`config.mk`:
```
export PLATFORM = sky130hd
export DESIGN_NAME = char_ctrl
export DESIGN_NICKNAME = d
export VERILOG_FILES = /design/src/rtl/char_pkg.sv /design/src/rtl/char_vert_phys.sv /design/src/rtl/char_ctrl.sv
export SDC_FILE = /design/constraint.sdc
export NUM_CORES = 1
export LEC_CHECK = 0
export ABC_AREA = 1
export BUFFER_PORTS_ARGS = -buffer_cell sky130_fd_sc_hd__buf_2
export CORE_MARGIN = 2
export CORE_UTILIZATION = 35
export CTS_CLUSTER_DIAMETER = 80
export DETAILED_ROUTE_END_ITERATION = 10
export HOLD_SLACK_MARGIN = 0.05
export SLEW_MARGIN = 0
export SYNTH_ARGS = -nofsm -noshare
export SYNTH_HDL_FRONTEND = slang
export SYNTH_SLANG_ARGS = --single-unit
```
`constraint.sdc`:
```
create_clock -name frame_clk -period 2.4 [get_ports frame_clk]
set_clock_uncertainty 0.2 [all_clocks]
set_input_delay 0.12 -clock frame_clk [delete_from_list [all_inputs] [get_ports frame_clk]]
set_output_delay 0.12 -clock frame_clk [all_outputs]
set_load 0.02 [all_outputs]
```
`src/rtl/char_pkg.sv`:
```
// Shared key codes and vertical state encoding for the player-character controller.
package char_pkg;

    localparam logic [7:0] KEY_RIGHT = 8'd79;
    localparam logic [7:0] KEY_LEFT  = 8'd80;
    localparam logic [7:0] KEY_JUMP  = 8'd82;

    typedef enum logic {
        GROUND = 1'b0,
        AIR    = 1'b1
    } vstate_t;

endpackage

```
`src/rtl/char_vert_phys.sv`:
```
// Vertical motion of the character: jump launch, gravity, and ground/ceiling clamping.
module char_vert_phys
    import char_pkg::*;
#(
    parameter int unsigned W        = 10,
    parameter int unsigned Y_GROUND = 380,
    parameter int unsigned Y_MIN    = 0,
    parameter int unsigned SIZE     = 12,
    parameter int unsigned JUMP_V   = 8,
    parameter int unsigned GRAVITY  = 1
) (
    input  logic         frame_clk,
    input  logic         Reset,
    input  logic         jump_req,
    output logic [W-1:0] y,
    output logic         airborne
);

    localparam int unsigned SW = W + 2;
    localparam logic signed [SW-1:0] Y_GND_S = SW'(Y_GROUND);
    localparam logic signed [SW-1:0] Y_TOP_S = SW'(Y_MIN + SIZE);
    localparam logic signed [W:0]    VY_JUMP = (W+1)'(JUMP_V);
    localparam logic signed [W:0]    VY_GRAV = (W+1)'(GRAVITY);

    vstate_t               state, state_d;
    logic signed [W:0]     vy, vy_d;
    logic [W-1:0]          y_d;
    logic signed [SW-1:0]  ny;

    always_ff @(posedge frame_clk) begin
        if (Reset) begin
            state    <= GROUND;
            vy       <= '0;
            y        <= W'(Y_GROUND);
            airborne <= 1'b0;
        end else begin
            state    <= state_d;
            vy       <= vy_d;
            y        <= y_d;
            airborne <= (state_d == AIR);
        end
    end

    // Next-state: vy is positive upward, so the candidate y moves opposite to vy.
    always_comb begin
        state_d = state;
        vy_d    = vy;
        y_d     = y;
        ny      = $signed({2'b00, y}) - SW'(vy);
        case (state)
            GROUND: begin
                if (jump_req) begin
                    state_d = AIR;
                    vy_d    = VY_JUMP;
                end
            end
            AIR: begin
                vy_d = vy - VY_GRAV;
                if (ny >= Y_GND_S) begin
                    y_d     = W'(Y_GROUND);
                    vy_d    = '0;
                    state_d = GROUND;
                end else if (ny < Y_TOP_S) begin
                    y_d  = W'(Y_MIN + SIZE);
                    vy_d = '0;
                end else begin
                    y_d = W'(ny);
                end
            end
            default: state_d = GROUND;
        endcase
    end

endmodule

```
`src/rtl/char_ctrl.sv`:
```
// Per-player character controller: clamped horizontal stepping, facing flag, jump physics.
// Optional per-turn horizontal step budget enabled by defining MOVE_BUDGET_EN.
module char_ctrl
    import char_pkg::*;
#(
    parameter int unsigned W           = 10,
    parameter int unsigned X_INIT      = 400,
    parameter int unsigned Y_GROUND    = 380,
    parameter int unsigned X_MIN       = 0,
    parameter int unsigned X_MAX       = 639,
    parameter int unsigned Y_MIN       = 0,
    parameter int unsigned SIZE        = 12,
    parameter int unsigned X_STEP      = 1,
    parameter int unsigned JUMP_V      = 8,
    parameter int unsigned GRAVITY     = 1,
    parameter int unsigned MOVE_BUDGET = 64
) (
    input  logic         frame_clk,
    input  logic         Reset,
    input  logic         is_in_turn,
    input  logic [7:0]   keycode,
    output logic [W-1:0] ch_x,
    output logic [W-1:0] ch_y,
    output logic [W-1:0] ch_size_x,
    output logic [W-1:0] ch_size_y,
    output logic         facing_left,
    output logic         airborne,
    output logic [W-1:0] moves_left
);

    localparam logic [W:0] X_LO = (W+1)'(X_MIN + SIZE);
    localparam logic [W:0] X_HI = (W+1)'(X_MAX - SIZE);
    localparam logic [W:0] STEP = (W+1)'(X_STEP);

    logic         go_left, go_right, jump_req, step_ok;
    logic [W:0]   x_ext;
    logic [W-1:0] x_d;
    logic         facing_d;

    assign go_left   = is_in_turn && (keycode == KEY_LEFT);
    assign go_right  = is_in_turn && (keycode == KEY_RIGHT);
    assign jump_req  = is_in_turn && (keycode == KEY_JUMP);
    assign x_ext     = {1'b0, ch_x};
    assign ch_size_x = W'(SIZE);
    assign ch_size_y = W'(SIZE);

    // Clamp against the bounds in W+1 bits so neither edge can wrap.
    always_comb begin
        x_d      = ch_x;
        facing_d = facing_left;
        if (go_left) begin
            facing_d = 1'b1;
            if (step_ok)
                x_d = (x_ext < X_LO + STEP) ? W'(X_LO) : W'(x_ext - STEP);
        end else if (go_right) begin
            facing_d = 1'b0;
            if (step_ok)
                x_d = (x_ext + STEP > X_HI) ? W'(X_HI) : W'(x_ext + STEP);
        end
    end

    always_ff @(posedge frame_clk) begin
        if (Reset) begin
            ch_x        <= W'(X_INIT);
            facing_left <= 1'b0;
        end else begin
            ch_x        <= x_d;
            facing_left <= facing_d;
        end
    end

`ifdef MOVE_BUDGET_EN
    logic turn_q;

    assign step_ok = (moves_left != '0);

    // Budget reloads when a turn starts; reload wins over a same-frame step.
    always_ff @(posedge frame_clk) begin
        if (Reset) begin
            turn_q     <= 1'b0;
            moves_left <= W'(MOVE_BUDGET);
        end else begin
            turn_q <= is_in_turn;
            if (is_in_turn && !turn_q)
                moves_left <= W'(MOVE_BUDGET);
            else if ((go_left || go_right) && step_ok)
                moves_left <= moves_left - W'(1);
        end
    end
`else
    assign step_ok    = 1'b1;
    assign moves_left = '0;
`endif

    char_vert_phys #(
        .W        (W),
        .Y_GROUND (Y_GROUND),
        .Y_MIN    (Y_MIN),
        .SIZE     (SIZE),
        .JUMP_V   (JUMP_V),
        .GRAVITY  (GRAVITY)
    ) u_vert (
        .frame_clk (frame_clk),
        .Reset     (Reset),
        .jump_req  (jump_req),
        .y         (ch_y),
        .airborne  (airborne)
    );

endmodule

```
# After elaboration in Yosys (flattened, before gate mapping)
# Cells that the tools add are included.
dict set report op_classes {
  bitwise 1
  order_cmp 4
  muxes 15
  add_sub_neg 4
  n_eq_ne 4
  reduce_logical 4
}
# op count
set ops {}
lappend ops {{two-way mux 10 bit} 6}
lappend ops {{two-way mux 11 bit} 3}
lappend ops {{equality test 8 x 7 -> 1 bit, second input constant} 3}
lappend ops {{case mux 11 bit (2 select lines)} 1}
lappend ops {{greater-or-equal comparator 12 x 10 -> 1 bit, second input constant} 1}
lappend ops {{< comparator 12 x 5 -> 1 bit, second input constant} 1}
lappend ops {{subtractor 11 x 11 -> 12 bit} 1}
lappend ops {{adder 10 x 1 -> 11 bit, second input constant} 1}
lappend ops {{greater-than comparator 11 x 10 -> 1 bit, second input constant} 1}
lappend ops {{subtractor 11 x 2 -> 11 bit, second input constant} 1}
lappend ops {{< comparator 10 x 4 -> 1 bit, second input constant} 1}
lappend ops {{subtractor 10 x 1 -> 10 bit, second input constant} 1}
lappend ops {{two-way mux 1 bit} 4}
lappend ops {{logical AND 1 bit} 3}
lappend ops {{inequality test 2 bit, second input constant} 1}
lappend ops {{case mux 1 bit (2 select lines)} 1}
lappend ops {{nonzero test 2 bit} 1}
lappend ops {{inverter 1 bit} 1}
dict set report totals {
  in_bits 11
  ff_bits 33
  word_cells 37
}

# Depth between registers and ports, before layout
dict set report depth {
  ltp_word 5
  mapped_depth 19
}

# Modules after synthesis
# A second synthesis with hierarchy kept.
dict set report unflattened {
  hier_cells 529
  area_unflattened_um2 3203.1
}
# mod area_per_inst_um2 instances seq_area_each_um2 cells_each
set by_module_without_submodules {}
lappend by_module_without_submodules {char_vert_phys 1866.8 1 440.4 307}
lappend by_module_without_submodules {char_ctrl 1336.3 1 220.2 222}

# Worst setup path before layout
# OpenSTA, ideal clock, no wires.
dict set report synth_path {
  kind {flip-flop to flip-flop}
  from {reg u_vert.y[0]}
  to {reg u_vert.vy[2]}
  setup_time_ps 140
  t_arrival_ps 2226
  setup_slack_ps -167
  path_stages_with_launch 19
  path_cell_list {dfxtp_1 > inv_1 > ha_1 > fa_1 > inv_1 > nand2_1 > nand2_1 > nand3_1 > nand2_1 > nand2_1 > nand2_1 > nand3_1 > nor2_1 > nand2_2 > nand2_4 > buf_8 > nor2_2 > nand3_2 > a21oi_2}
}
dict set report synth_between {
  elab_chain_cells 5
}
# element line
set synth_rtl {}
lappend synth_rtl {{start, declared} char_vert_phys.sv:15} ;# output logic [W-1:0] y,
lappend synth_rtl {{start signal, assigned} char_vert_phys.sv:34} ;# y <= W'(Y_GROUND);
lappend synth_rtl {{start signal, assigned} char_vert_phys.sv:39} ;# y <= y_d;
lappend synth_rtl {{subtractor 11 x 11 -> 12 bit (*)} char_vert_phys.sv:49} ;# ny = $signed({2'b00, y}) - SW'(vy);
lappend synth_rtl {{< comparator 12 x 5 -> 1 bit} char_vert_phys.sv:63} ;# end else if (ny < Y_TOP_S) begin
lappend synth_rtl {{two-way mux 11 bit} char_vert_phys.sv:63}
lappend synth_rtl {{two-way mux 11 bit (*)} char_vert_phys.sv:59} ;# if (ny >= Y_GND_S) begin
lappend synth_rtl {{case mux 11 bit (2 select lines) (*)} char_vert_phys.sv:50} ;# case (state)
lappend synth_rtl {{end signal, assigned} char_vert_phys.sv:38} ;# vy <= vy_d;
lappend synth_rtl {{end, declared} char_vert_phys.sv:26} ;# logic signed [W:0] vy, vy_d;
# Mark *: on every way between the ends. The rest lies on a longest branch, timed or not.
# A chain may end at the register's enable or synchronous reset.

# Final worst setup path
# Same ends and word-level chain as after synthesis.

==> reports/metrics.cfg <==
[synthesis]
synth_edf_count=0
synth-xor-area-share_pct=5.32
seq_area_frac_synth_pct=20.1
synth_mux_area_share_pct=0
synthDistinctLibCells=43
yosys.area_share.simple_pct=40.7
postSynthAreaPerCell_um2=6.35
synth_top_family_by_area=simple AND/OR/NAND/NOR gates
synth-adder-area-share_pct=5.92
ys_ff_latch=33
ys.flop_type=dfxtp_1
netlist_area_um2=3290
synthCells=519
ys_async_sr_fraction_pct=0
synth_compound_area_share_pct=9.08
synth_warnings=0

[worst_setup_path]
worstSetupEndpointType=flop
crit_path_max_fanout=6
worstSetupStartpointType=flop
crit_family=simple AND/OR/NAND/NOR gates
path_buf_inv=3
worst_ep_arrival_time_ns=2.47
worstSetupPathType=flop to flop
crit_chain=inv_2 > ha_4 > fa_2 > buf_4 > xnor2_4 > nand3_1 > nor2_1 > nand3_2 > nand3_2 > nand2_4 > clkbuf_16 > nand3_2 > a21oi_2
cp_slowest_cell=fa_2
path_common_cell=nand3_2
max_stage_delay_ns=0.39
cp.required_ns=2.35

[floorplan]
dieArea_um2=10200
row_count=35
die_w_um=101
die_y_um=101
core_area_um2=9200
ios=63
start_util_pct=35.8

[sta]
fin_ws_ns=-0.115
slew-limit-headroom_pct=51.0
hold_violations=0
final.min_clock_period_ns=2.51
setup-violations-final=20
timing.fmax_mhz=398
finalCritPeriodShare_pct=105
rsz0062_at_grt=yes
slew_violations=0
worst_pin_slew_ns=0.733

[pwr]
intPower_mw=0.826
vdd_drop_max_uv=209
swShare_pct=26.0
p_clk_share_pct=42.4
leakagePower_nw=2.06
powerDensity_nw_per_um2=265
power.switching_mw=0.291
power_frac_comb_pct=8.5
seqPwrFrac_pct=49.0

[global_routing]
track_usage_pct=17.7
antenna_found_initial=0
grt_pass1_vias=3291
grt_overflow=0
grt_pass1_wl_mm=14.7
grt_max_degree=24

[clocking]
clk_pin_slew_ns=0.07
root_buffer=clkbuf_8
cts_max_path_buffers=2
cts_max_level=2
cts_tree=yes
clock-sinks=33
clock_latency_ns=0.28
numCtsBuffers=5

[finish]
layout_common_cells=nand2_1, inv_1, nor2_1
drive_gt1_share_pct=30.0
layout_commonest_cell=nand2_1
final_nets=631
stdcell_count=717
syn_to_final_growth_pct=27.9
diodes=0

[detailed_routing]
drt-total-wl_mm=9.07
via_per_inst=4.77
num_vias=3418
dr.pass1.iters=4
drt-initial-drc-count=201
final_antenna_net_count=0
drc=0
wl_per_cell_um=12.6

[place]
placed_cells=695
routabilityCongestion=0.897
numPortBuffers=32
place_hpwl_mm=6.68
place_ws_ns=-0.186

[run_status]
status=complete, but fails checks
violations=negative setup slack

[min_path]
hold_path_class=input pin to flop

[job]
cap_viol_max_count=0

[flip-flops by register name, indices dropped and copies added, names as in the netlist]
name,flops
u_vert.y,10
facing_left,1
u_vert.vy,11
ch_x,10
u_vert.airborne,1
[layer usage]
layer  global-route usage (%)  vias up  share of wire [%]
met5                        0        -                  0
met1                     21.9     1561                 45
met4                     5.82        0                2.0
met3                     2.57       15                3.4
met2                     31.5       84                 49
li1                         -     1758                  -
[synth_stat cells, types with 3 or more instances]
cell	n	share of area (%)
nand2_2	5	0.95
inv_2	3	0.34
nor4_1	4	0.76
a21oi_2	8	2.1
xnor2_1	3	0.80
nor2_2	11	2.1
o21ai_0	17	2.6
nand4_1	8	1.5
nor2_1	55	6.3
nand3_1	45	6.8
nand2_1	121	14
dfxtp_1	33	20
buf_4	31	7.1
ha_1	14	5.3
clkbuf_1	4	0.46
xor2_1	17	4.5
nand3_2	13	3.9
a21oi_1	16	2.4
nor3_1	5	0.76
inv_1	77	8.8
[final timing paths]
kind	depth (start not counted)	slack, ns	from	to
setup / recovery	13	-0.11	u_vert.y[0]	u_vert.vy[2]
hold / removal	5	0.07	keycode[0]	ch_x[0]
setup reg to reg	13	-0.11	u_vert.y[0]	u_vert.vy[2]
hold reg to reg	2	0.30	facing_left	facing_left
[what timing repair did]
item / in CTS / in global routing
hold buffers: 3 / 0
gates cloned: 2 / 1
resized for setup: 27 / 22
setup endpoints to repair: 21 / 28
pin swaps: 1 / 13
buffers inserted: 5 / 3
hold endpoints to repair: 1 / 0
[tightest hold or removal path, cell delays in order]
cell,delay (ns)
buf_2,0.12
nand3_1,0.08
nor2_1,0.06
nand2_1,0.06
a31oi_1,0.06
[power by group through the flow]
stage	Combinational (mW)	Clock (mW)	Sequential [mW]
global placement	0.0867	0	0.561
global route	0.104	0.515	0.548
CTS	0.0916	0.493	0.548
detailed placement	0.0882	0	0.561
finish	0.0953	0.474	0.548
floorplan	0.103	0	0.561
[cell families (layout without fill, tap and decap cells)]
family,count (synthesis),after routing
and+or+nand+nor,279,281
buffers and inverters,121,178
AOI/OAI and AO/OA,49,49
DFF,33,33
xor gates and xnor gates,20,20
adders and majority gates,15,15
other,2,30
[through the flow]
| step | power (mW) | instance area [um^2] | TNS [ns] | hold slack, ns | utilization (%) |
|---|---|---|---|---|---|
| 6_report | 1.12 | 4210 | -1.74 | 0.0660 | 45.8 |
| 5_1_grt | 1.17 | 4210 | -4.17 | 0.0692 | 45.8 |
| 4_1_cts | 1.13 | 4060 | -0.305 | 0.0586 | 44.2 |
| 3_5_place_dp | 0.649 | 3750 | -2.29 | 0.245 | 40.8 |
| 3_3_place_gp | 0.647 | 3750 | -1.47 | 0.244 | 40.8 |
| 2_1_floorplan | 0.664 | 3410 | -0.000390 | 0.105 | - |
[cell type report]
type | instances | area [um^2]
Fill cell | 955 | 4980
Multi-Input combinational cell | 395 | 2360
Sequential cell | 33 | 667
Timing Repair Buffer | 89 | 642
Inverter | 81 | 304
Tap cell | 111 | 139
Clock buffer | 7 | 96.3
Clock inverter | 1 | 5.00
Note: power is estimated with default switching activity, not from simulation.
